$ cat config.mk
export PLATFORM = sky130hd
export DESIGN_NAME = eq_gain_ramp_ctrl
export DESIGN_NICKNAME = d
export VERILOG_FILES = /design/src/rtl/eq_pkg.sv /design/src/rtl/eq_gain_stepper.sv /design/src/rtl/eq_gain_ramp_ctrl.sv
export SDC_FILE = /design/constraint.sdc
export NUM_CORES = 1
export LEC_CHECK = 0
export CELL_PAD_IN_SITES_DETAIL_PLACEMENT = 1
export CELL_PAD_IN_SITES_GLOBAL_PLACEMENT = 1
export CORE_MARGIN = 4
export CORE_UTILIZATION = 48
export DETAILED_ROUTE_END_ITERATION = 6
export GPL_TIMING_DRIVEN = 0
export PLACE_DENSITY_LB_ADDON = 0.25
export SYNTH_ARGS = -nofsm -noshare
export SYNTH_HDL_FRONTEND = slang
export SYNTH_SLANG_ARGS = --single-unit
$ cat constraint.sdc
create_clock -name clk -period 9.47 [get_ports clk]
set_input_delay 1.894 -clock clk [delete_from_list [all_inputs] [get_ports clk]]
set_output_delay 1.894 -clock clk [all_outputs]
set_load 0.02 [all_outputs]
$ cat src/rtl/eq_pkg.sv
// ============================================================================
// Module : eq_pkg
// Shared constants, gain type and controller state encoding for the EQ gain ramp.
// Rev    : 1.0  initial release
// ============================================================================
`default_nettype none

package eq_pkg;
  localparam int GAIN_WIDTH = 8;
  localparam int NUM_BANDS  = 10;
  localparam int BAND_W     = $clog2(NUM_BANDS);

  typedef logic [GAIN_WIDTH-1:0] gain_t;

  typedef enum logic [1:0] {
    IDLE   = 2'd0,
    SWEEP  = 2'd1,
    COMMIT = 2'd2
  } state_t;
endpackage

`default_nettype wire

$ cat src/rtl/eq_gain_stepper.sv
// ============================================================================
// Module : eq_gain_stepper
// Moves one gain code toward its target by at most STEP, clamping at the target.
// Rev    : 1.0  initial release
// ============================================================================
`default_nettype none

module eq_gain_stepper
  import eq_pkg::*;
#(
  parameter int STEP = 1
) (
  input  gain_t i_cur,
  input  gain_t i_tgt,
  output gain_t o_next
);

  localparam gain_t c_STEP = gain_t'(STEP);

  logic  w_up;
  gain_t w_diff;

  assign w_up   = (i_tgt > i_cur);
  assign w_diff = w_up ? (i_tgt - i_cur) : (i_cur - i_tgt);

  // Only step by STEP when the gap exceeds it, so the result can neither wrap nor overshoot.
  always_comb begin
    o_next = i_tgt;
    if (w_diff > c_STEP) begin
      o_next = w_up ? (i_cur + c_STEP) : (i_cur - c_STEP);
    end
  end

endmodule

`default_nettype wire

$ cat src/rtl/eq_gain_ramp_ctrl.sv
// ============================================================================
// Module : eq_gain_ramp_ctrl
// Per-band EQ gain targets with one shared stepper sweeping all bands each sample.
// Optional feature macro: EQ_GAIN_MUTE_EN (adds a mute input ramping all gains to 0).
// Rev    : 1.0  initial release
// ============================================================================
`default_nettype none

module eq_gain_ramp_ctrl
  import eq_pkg::*;
#(
  parameter int STEP       = 1,
  parameter int RESET_GAIN = 128
) (
  input  logic                            clk,
  input  logic                            rst,
  input  logic                            sample_tick,
  input  logic                            cmd_valid,
  output logic                            cmd_ready,
  input  logic [BAND_W-1:0]               cmd_band,
  input  logic [GAIN_WIDTH-1:0]           cmd_gain,
`ifdef EQ_GAIN_MUTE_EN
  input  logic                            mute,
`endif
  output logic [NUM_BANDS*GAIN_WIDTH-1:0] gains_o,
  output logic                            settled,
  output logic                            tick_overrun,
  output logic                            cmd_err
);

  localparam gain_t             c_RESET_GAIN = gain_t'(RESET_GAIN);
  localparam logic [BAND_W-1:0] c_LAST_IDX   = BAND_W'(NUM_BANDS - 1);

  state_t                          r_state;
  logic [BAND_W-1:0]               r_idx;
  gain_t                           r_tgt [NUM_BANDS];
  gain_t                           r_cur [NUM_BANDS];
  logic [NUM_BANDS*GAIN_WIDTH-1:0] r_gains;
  logic                            r_ready;
  logic                            r_settled;
  logic                            r_overrun;
  logic                            r_err;
  logic                            r_mute_lat;

  logic  w_mute;
  logic  w_accept;
  logic  w_band_ok;
  logic  w_tgt_change;
  logic  w_all_eq;
  gain_t w_eff_tgt;
  gain_t w_next;

`ifdef EQ_GAIN_MUTE_EN
  assign w_mute = mute;
`else
  assign w_mute = 1'b0;
`endif

  assign w_accept     = cmd_valid & r_ready;
  assign w_band_ok    = (cmd_band <= c_LAST_IDX);
  assign w_tgt_change = w_accept & w_band_ok & (cmd_gain != r_tgt[cmd_band]);
  assign w_eff_tgt    = w_mute ? '0 : r_tgt[r_idx];

  // Mute as seen by the sweep is what COMMIT must compare against.
  always_comb begin
    w_all_eq = 1'b1;
    for (int i = 0; i < NUM_BANDS; i++) begin
      if (r_cur[i] != (r_mute_lat ? gain_t'(0) : r_tgt[i])) begin
        w_all_eq = 1'b0;
      end
    end
  end

  eq_gain_stepper #(
    .STEP (STEP)
  ) u_stepper (
    .i_cur  (r_cur[r_idx]),
    .i_tgt  (w_eff_tgt),
    .o_next (w_next)
  );

  always_ff @(posedge clk or posedge rst) begin
    if (rst) begin
      r_state    <= IDLE;
      r_idx      <= '0;
      r_ready    <= 1'b0;
      r_settled  <= 1'b1;
      r_overrun  <= 1'b0;
      r_err      <= 1'b0;
      r_mute_lat <= 1'b0;
      r_gains    <= {NUM_BANDS{c_RESET_GAIN}};
      for (int i = 0; i < NUM_BANDS; i++) begin
        r_tgt[i] <= c_RESET_GAIN;
        r_cur[i] <= c_RESET_GAIN;
      end
    end else begin
      if (w_accept) begin
        if (w_band_ok) begin
          r_tgt[cmd_band] <= cmd_gain;
        end else begin
          r_err <= 1'b1;
        end
      end

      case (r_state)
        IDLE: begin
          r_ready <= 1'b1;
          if (w_tgt_change) begin
            r_settled <= 1'b0;
          end
          if (sample_tick) begin
            r_state <= SWEEP;
            r_idx   <= '0;
            r_ready <= 1'b0;
          end
        end

        SWEEP: begin
          r_cur[r_idx] <= w_next;
          r_mute_lat   <= w_mute;
          if (sample_tick) begin
            r_overrun <= 1'b1;
          end
          if (r_idx == c_LAST_IDX) begin
            r_state <= COMMIT;
            r_idx   <= '0;
            r_ready <= 1'b1;
          end else begin
            r_idx <= r_idx + 1'b1;
          end
        end

        COMMIT: begin
          for (int i = 0; i < NUM_BANDS; i++) begin
            r_gains[i*GAIN_WIDTH +: GAIN_WIDTH] <= r_cur[i];
          end
          r_settled <= w_all_eq & ~w_tgt_change;
          if (sample_tick) begin
            r_overrun <= 1'b1;
          end
          r_state <= IDLE;
          r_ready <= 1'b1;
        end

        default: begin
          r_state <= IDLE;
          r_idx   <= '0;
        end
      endcase
    end
  end

  assign cmd_ready    = r_ready;
  assign gains_o      = r_gains;
  assign settled      = r_settled;
  assign tick_overrun = r_overrun;
  assign cmd_err      = r_err;

endmodule

`default_nettype wire

==> flow_summary_export.csv, run 1 <==
group,metric,value,unit
floorplanning,start_util,49.3,%
synth,yosysMostFrequentCell,"dfrtp_1",
final_layout,area_growth_syn_to_layout,18.0,%
global_route,grt_pass1_wl,71800,µm
global_route,grt_max_degree,89,
synth,synth_edf_count,0,
synth,synth_warnings,0,
final_layout,fin_util,58.2,%
final_layout,fin_cells,1660,
worst_setup_path,cp_max_fo,10,
floorplanning,row_count,60,
detailed_routing,first_pass_iters,4,
clock_tree,cts_resized,0,
placement,place_congestion,0.984,
final_layout,diodes,0,
final_layout,final_cell_area,0.0158,mm²
sta,rsz0062_at_grt,"no",
clock_tree,cts_buffers,26,
sta,slew_headroom,10.8,%
clock_tree,clock_latency,0.55,ns
global_route,globalRouteOverflowTotal,0,
detailed_routing,routed_wl,47600,µm
synth,async_reset_ff_share,100,%
worst_setup_path,startpoint,"r_idx[1]",
status,status,"completed",
synth,synthTopCellsByCount,"dfrtp_1 (219), mux2_2 (177), nand2_1 (101)",
clock_tree,cts_htree_levels,1,
sta,hold_ws,0.452,ns
synth,synth_area_leaders,"dfrtp_1 (41%), mux2_2 (15%), mux4_2 (6.2%)",
detailed_routing,routedWlPerCell,28.7,µm
global_route,antenna_found_initial,0,
global_route,first_global_vias,11000,
job,maxCapViolCount,0,
detailed_routing,vias_per_cell,6.20,
synth,netlist.area_leader.share,40.9,%
synth,yosysTopAreaCell,"dfrtp_1",
sta,worstMarginPinSlew,1.30,ns
synth,dominantRegCellSynth,"dfrtp_1",
clock_tree,cts_setup_buffers,0,
sta,slew_viol_final,0,
worst_setup_path,cp-start-kind,"flip-flop",
synth,ys_seq_area_share,47.0,%
clock_tree,ctsHoldBuffers,0,
worst_setup_path,slowest_stage,"mux2i_1",
synth,syn_avg_cell_area,11.8,µm²
floorplanning,io_pins,100,
worst_setup_path,cp.required,9.82,ns
clock_tree,cts_num_sinks,250,
worst_setup_path,arrival,7.17,ns
worst_setup_path,crit_buf_inv,6,
worst_setup_path,cp-end-kind,"flip-flop",
clock_tree,cts_tree,"built",
placement,portBuffers,96,
sta,setup_violations,0,
worst_setup_path,crit_family,"buffers and inverters",
sta,hold_viol,0,
floorplanning,die-area,0.0307,mm²
synth,netlist_instances,1140,
placement,place_area,0.0149,mm²
worst_hold_path,hold_start,"tick_overrun",
clock_tree,ctsRootBufferMaster,"clkbuf_16",
final_layout,drive_above_1_share,25.2,%
worst_setup_path,rr_startpoint,"r_idx[1]",
final_layout,nets,1312,
synth,syn_area,0.0134,mm²
synth,syn-num-nets,1184,
worst_setup_path,slowest_delay,0.91,ns
floorplanning,coreArea,0.0272,mm²
detailed_routing,drt_iter0_drc,833,
worst_setup_path,path_cells,"buf_2 -> clkbuf_1 -> clkbuf_1 -> mux4_2 -> mux2i_1 -> o21a_1 -> inv_1 -> ha_1 -> buf_2 -> a21o_1 -> a21oi_1 -> nor2_1 -> o21a_1 -> inv_1 -> ha_1 -> a21o_1 -> a21oi_1 -> xnor2_1 -> mux2i_1 -> o21ai_0",
sta,fmax,147,MHz
sta,fin_crit,6.83,ns
global_route,track_usage,31.1,%
floorplanning,dieHeight,175,µm
floorplanning,die_x,175,µm
synth,synth.distinct_cells,69,
detailed_routing,vias,10300,
synth,ys_ff_latch,250,
detailed_routing,drc_errors,0,
clock_tree,ctsLongestPathBuffers,3,
placement,placedCellCount,1611,
sta,finalClockSkew,0.0243,ns
worst_setup_path,worst-setup-path-type,"flip-flop to flip-flop",
placement,hpwl,35600,µm
sta,fin_crit_sh,72.1,%
worst_hold_path,hold_path.class,"flip-flop to flip-flop",
detailed_routing,ant_nets,0,
clock_tree,clk_pin_slew,0.07,ns
-- area by class of cell --
| type | instances | area, µm² |
|---|---|---|
| Inverter | 57 | 221 |
| Clock buffer | 35 | 724 |
| Multi-Input combinational cell | 772 | 6660 |
| Timing Repair Buffer | 100 | 1040 |
| Clock inverter | 13 | 160 |
| Buffer | 61 | 245 |
| Tap cell | 372 | 465 |
| Sequential cell | 250 | 6290 |
| Fill cell | 2865 | 11400 |
-- registers in the layout (all words and copies together) (netlist names) --
register,flops
gains_o,80
r_cur,80
r_tgt,80
r_idx,4
r_state,2
cmd_err,1
cmd_ready,1
settled,1
tick_overrun,1
-- cells by family after synthesis --
logic type / count (synthesis) / share of synthesized area (%)
xor+xnor: 70 / 4.58
fa+ha+maj: 28 / 2.78
mux: 258 / 24.4
buf+inv: 118 / 3.43
simple gates: 208 / 7.65
flops: 250 / 47.0
compound gates: 208 / 10.2
-- routing by layer --
metal	vias to the layer above	part of all wire, %	routed length [µm]	track usage (%)
met3	128	6.7	3210	7.25
met5	-	0	0	0
met2	400	48	22600	50.9
li1	4392	-	-	-
met4	0	4.0	1930	10.6
met1	5378	42	19800	40.9
-- worst register-to-register path: stages, from the launching register on --
cell	delay, ns
dfrtp_1	0.44
buf_2	0.36
clkbuf_1	0.62
clkbuf_1	0.56
mux4_2	0.43
mux2i_1	0.32
o21a_1	0.19
inv_1	0.08
ha_1	0.27
buf_2	0.18
a21o_1	0.19
a21oi_1	0.25
nor2_1	0.07
o21a_1	0.26
inv_1	0.29
ha_1	0.34
a21o_1	0.21
a21oi_1	0.23
xnor2_1	0.10
mux2i_1	0.91
o21ai_0	0.33
-- placed cells by master (no fill, tap or decap), types with 31 or more instances in the layout --
cell type / Yosys / routed
dfrtp_1: 219 / 219
mux2_2: 177 / 177
nand2_1: 101 / 101
clkdlybuf4s50_1: 0 / 96
o21ai_0: 88 / 88
inv_1: 57 / 56
clkbuf_1: 44 / 49
xor2_1: 49 / 49
mux2i_1: 42 / 39
mux4_2: 37 / 37
dfstp_2: 31 / 31
-- metrics by stage --
stage / TNS (ns) / worst slack (ns)
final: 0 / 2.64
after global placement: -502.37 / -2.34
after CTS: 0 / 2.42
after global routing: 0 / 2.25
after detailed placement: 0 / 2.59
after floorplan: 0 / 0.756
-- worst paths after layout --
check                          endpoint  slack, ns  cells after the start
max                           r_cur[36]       2.64                     20
min                        tick_overrun       0.45                      1
max reg2reg                   r_cur[36]       2.64                     20
min reg2reg                tick_overrun       0.45                      1
max in group asynchronous      r_cur[7]       6.36                      4
min in group asynchronous     r_tgt[35]       1.83                      2
Power of run 1 is left out: the tool's default activity adds up to more than one toggle a clock period on the data nets, which glitch-free logic cannot reach.
==> run 2: changes to the inputs <==
--- a/config.mk
+++ b/config.mk
@@ -8,7 +8,7 @@
 export CELL_PAD_IN_SITES_DETAIL_PLACEMENT = 1
 export CELL_PAD_IN_SITES_GLOBAL_PLACEMENT = 1
 export CORE_MARGIN = 4
-export CORE_UTILIZATION = 48
+export CORE_UTILIZATION = 43
 export DETAILED_ROUTE_END_ITERATION = 6
 export GPL_TIMING_DRIVEN = 0
 export PLACE_DENSITY_LB_ADDON = 0.25
==> constraint.sdc (replaced) <==
create_clock -name clk -period 6.1 [get_ports clk]
set_input_delay 1.22 -clock clk [delete_from_list [all_inputs] [get_ports clk]]
set_output_delay 1.22 -clock clk [all_outputs]
set_load 0.02 [all_outputs]
==> flow_summary_export.csv, run 2 (synthesis results as in run 1) <==
group,metric,value,unit
status,status,"completed",
clock_tree,ctsLongestPathBuffers,3,
worst_setup_path,rrSetupSlack,0.27,ns
sta,rsz0062_at_grt,"no",
worst_hold_path,min_path_cells,1,
detailed_routing,drt_iter0_drc,854,
floorplanning,coreArea,0.0307,mm²
worst_hold_path,hold_path.class,"flip-flop to flip-flop",
global_route,first_global_vias,10800,
clock_tree,cts_htree_levels,1,
global_route,antenna_found_initial,0,
sta,slew_viol_final,0,
clock_tree,clk_pin_slew,0.07,ns
worst_setup_path,arrival,6.25,ns
global_route,globalRouteOverflowTotal,0,
sta,fmax,172,MHz
sta,fin_crit,5.83,ns
worst_hold_path,hold_start,"tick_overrun",
detailed_routing,vias_per_cell,5.98,
placement,hpwl,35700,µm
floorplanning,io_pins,100,
global_route,grt_max_degree,42,
sta,fin_crit_sh,95.5,%
worst_setup_path,r2r_end,"r_cur[61]",
clock_tree,cts_buffers,27,
sta,finalClockSkew,0.0162,ns
clock_tree,cts_num_sinks,250,
final_layout,seq_area,0.00629,mm²
clock_tree,clock_latency,0.54,ns
worst_setup_path,cp.required,6.53,ns
final_layout,drive_above_1_share,26.6,%
sta,hold_viol,0,
job,maxCapViolCount,0,
final_layout,fillers,3182,
sta,hold_ws,0.474,ns
floorplanning,die-area,0.0341,mm²
placement,pre_cts_slack,-0.720,ns
final_layout,area_growth_syn_to_layout,19.6,%
detailed_routing,routedWlPerCell,27.4,µm
clock_tree,cts_setup_buffers,0,
worst_setup_path,cp_max_fo,10,
floorplanning,dieHeight,185,µm
floorplanning,row_count,64,
floorplanning,start_util,43.7,%
sta,slew_headroom,12.5,%
sta,worstMarginPinSlew,1.30,ns
worst_setup_path,rr_startpoint,"r_idx[1]",
worst_setup_path,r2r_cells,23,
detailed_routing,drc_errors,0,
final_layout,diodes,0,
global_route,grt_pass1_wl,70200,µm
final_layout,nets,1317,
sta,setup_tns,0,ns
clock_tree,ctsRootBufferMaster,"clkbuf_16",
clock_tree,cts_tree,"built",
detailed_routing,ant_nets,0,
placement,portBuffers,96,
final_layout,mostFrequentLayoutCells,"dfrtp_1 (219), mux2_2 (177), nand2_1 (101), clkdlybuf4s50_1 (96), o21ai_0 (88)",
detailed_routing,routed_wl,46400,µm
floorplanning,die_x,185,µm
sta,setup_violations,0,
worst_hold_path,hold_end,"tick_overrun",
global_route,track_usage,27.3,%
sta,setup_slack,0.274,ns
worst_setup_path,cp-end-kind,"flip-flop",
final_layout,multi_input_area,0.00674,mm²
worst_setup_path,worst-setup-path-type,"flip-flop to flip-flop",
detailed_routing,first_pass_iters,6,
placement,place_congestion,0.967,
detailed_routing,vias,10100,
worst_setup_path,cp-start-kind,"flip-flop",
final_layout,final_common_cell,"dfrtp_1",
## run 2: changes by cell type in the layout (fill, tap and decap cells not counted), sizes merged
cell	change
clkinvlp	+5
clkinv	-3
clkbuf	+3
bufinv	-1
buf	+2
## run 2: final cells by class
class | count | area share [%]
Buffer | 61 | 1.64
Clock buffer | 36 | 4.62
Clock inverter | 14 | 0.976
Inverter | 57 | 1.36
Multi-Input combinational cell | 772 | 42.0
Sequential cell | 250 | 39.3
Tap cell | 396 | 3.09
Timing Repair Buffer | 104 | 6.99
## run 2: routing by layer
layer,track usage (%),up-vias,part of all wire (%)
met5,0,-,0
met4,8.99,0,3.9
met3,6.02,112,7.0
met2,44.2,399,48
met1,36.8,5188,42
li1,-,4413,-
## run 2: worst max-delay path, cell delays in order, from the launching register on
cell and delay [ns]:
dfrtp_1 0.46, clkbuf_4 0.31, clkbuf_4 0.29, clkbuf_2 0.31, mux4_2 0.39, mux2i_2 0.25, o21a_1 0.21, inv_1 0.10
ha_1 0.27, buf_2 0.17, a21o_1 0.19, a21oi_1 0.23, nor2_1 0.07, o21a_1 0.27, inv_2 0.18, ha_1 0.25
or2_2 0.29, a21oi_1 0.15, a31oi_1 0.10, a21o_1 0.22, a21oi_1 0.20, xor2_1 0.26, mux2i_4 0.19, mux2_2 0.34
## run 2: worst max-delay path by stage
stage,cells past startpoint,to,slack [ns],from
finish,23,r_cur[61],0.27,r_idx[1]
global route,23,r_cur[61],0.01,r_idx[1]
CTS,20,r_cur[36],0.02,r_idx[1]
detailed placement,22,r_cur[14],-0.72,r_idx[1]
global placement,22,r_cur[14],-0.53,r_idx[1]
floorplan,23,r_cur[5],0.89,r_idx[0]
## run 2: what timing repair did
item                                    in CTS  in global routing
endpoints found under the setup margin      70                 77
pin swaps                                    0                  0
gates resized for setup                     13                 19
hold buffers                                 0                  0
## run 2: metrics by stage
step	utilization (%)	cells	area, µm²
4_1_cts	52.1	1690	16000
3_3_place_gp	48.5	1632	14900
3_5_place_dp	49.0	1640	15000
5_1_grt	52.2	1690	16000
2_1_floorplan	-	1140	13400
6_report	52.2	1690	16000
Power of run 2 is left out for the same reason.
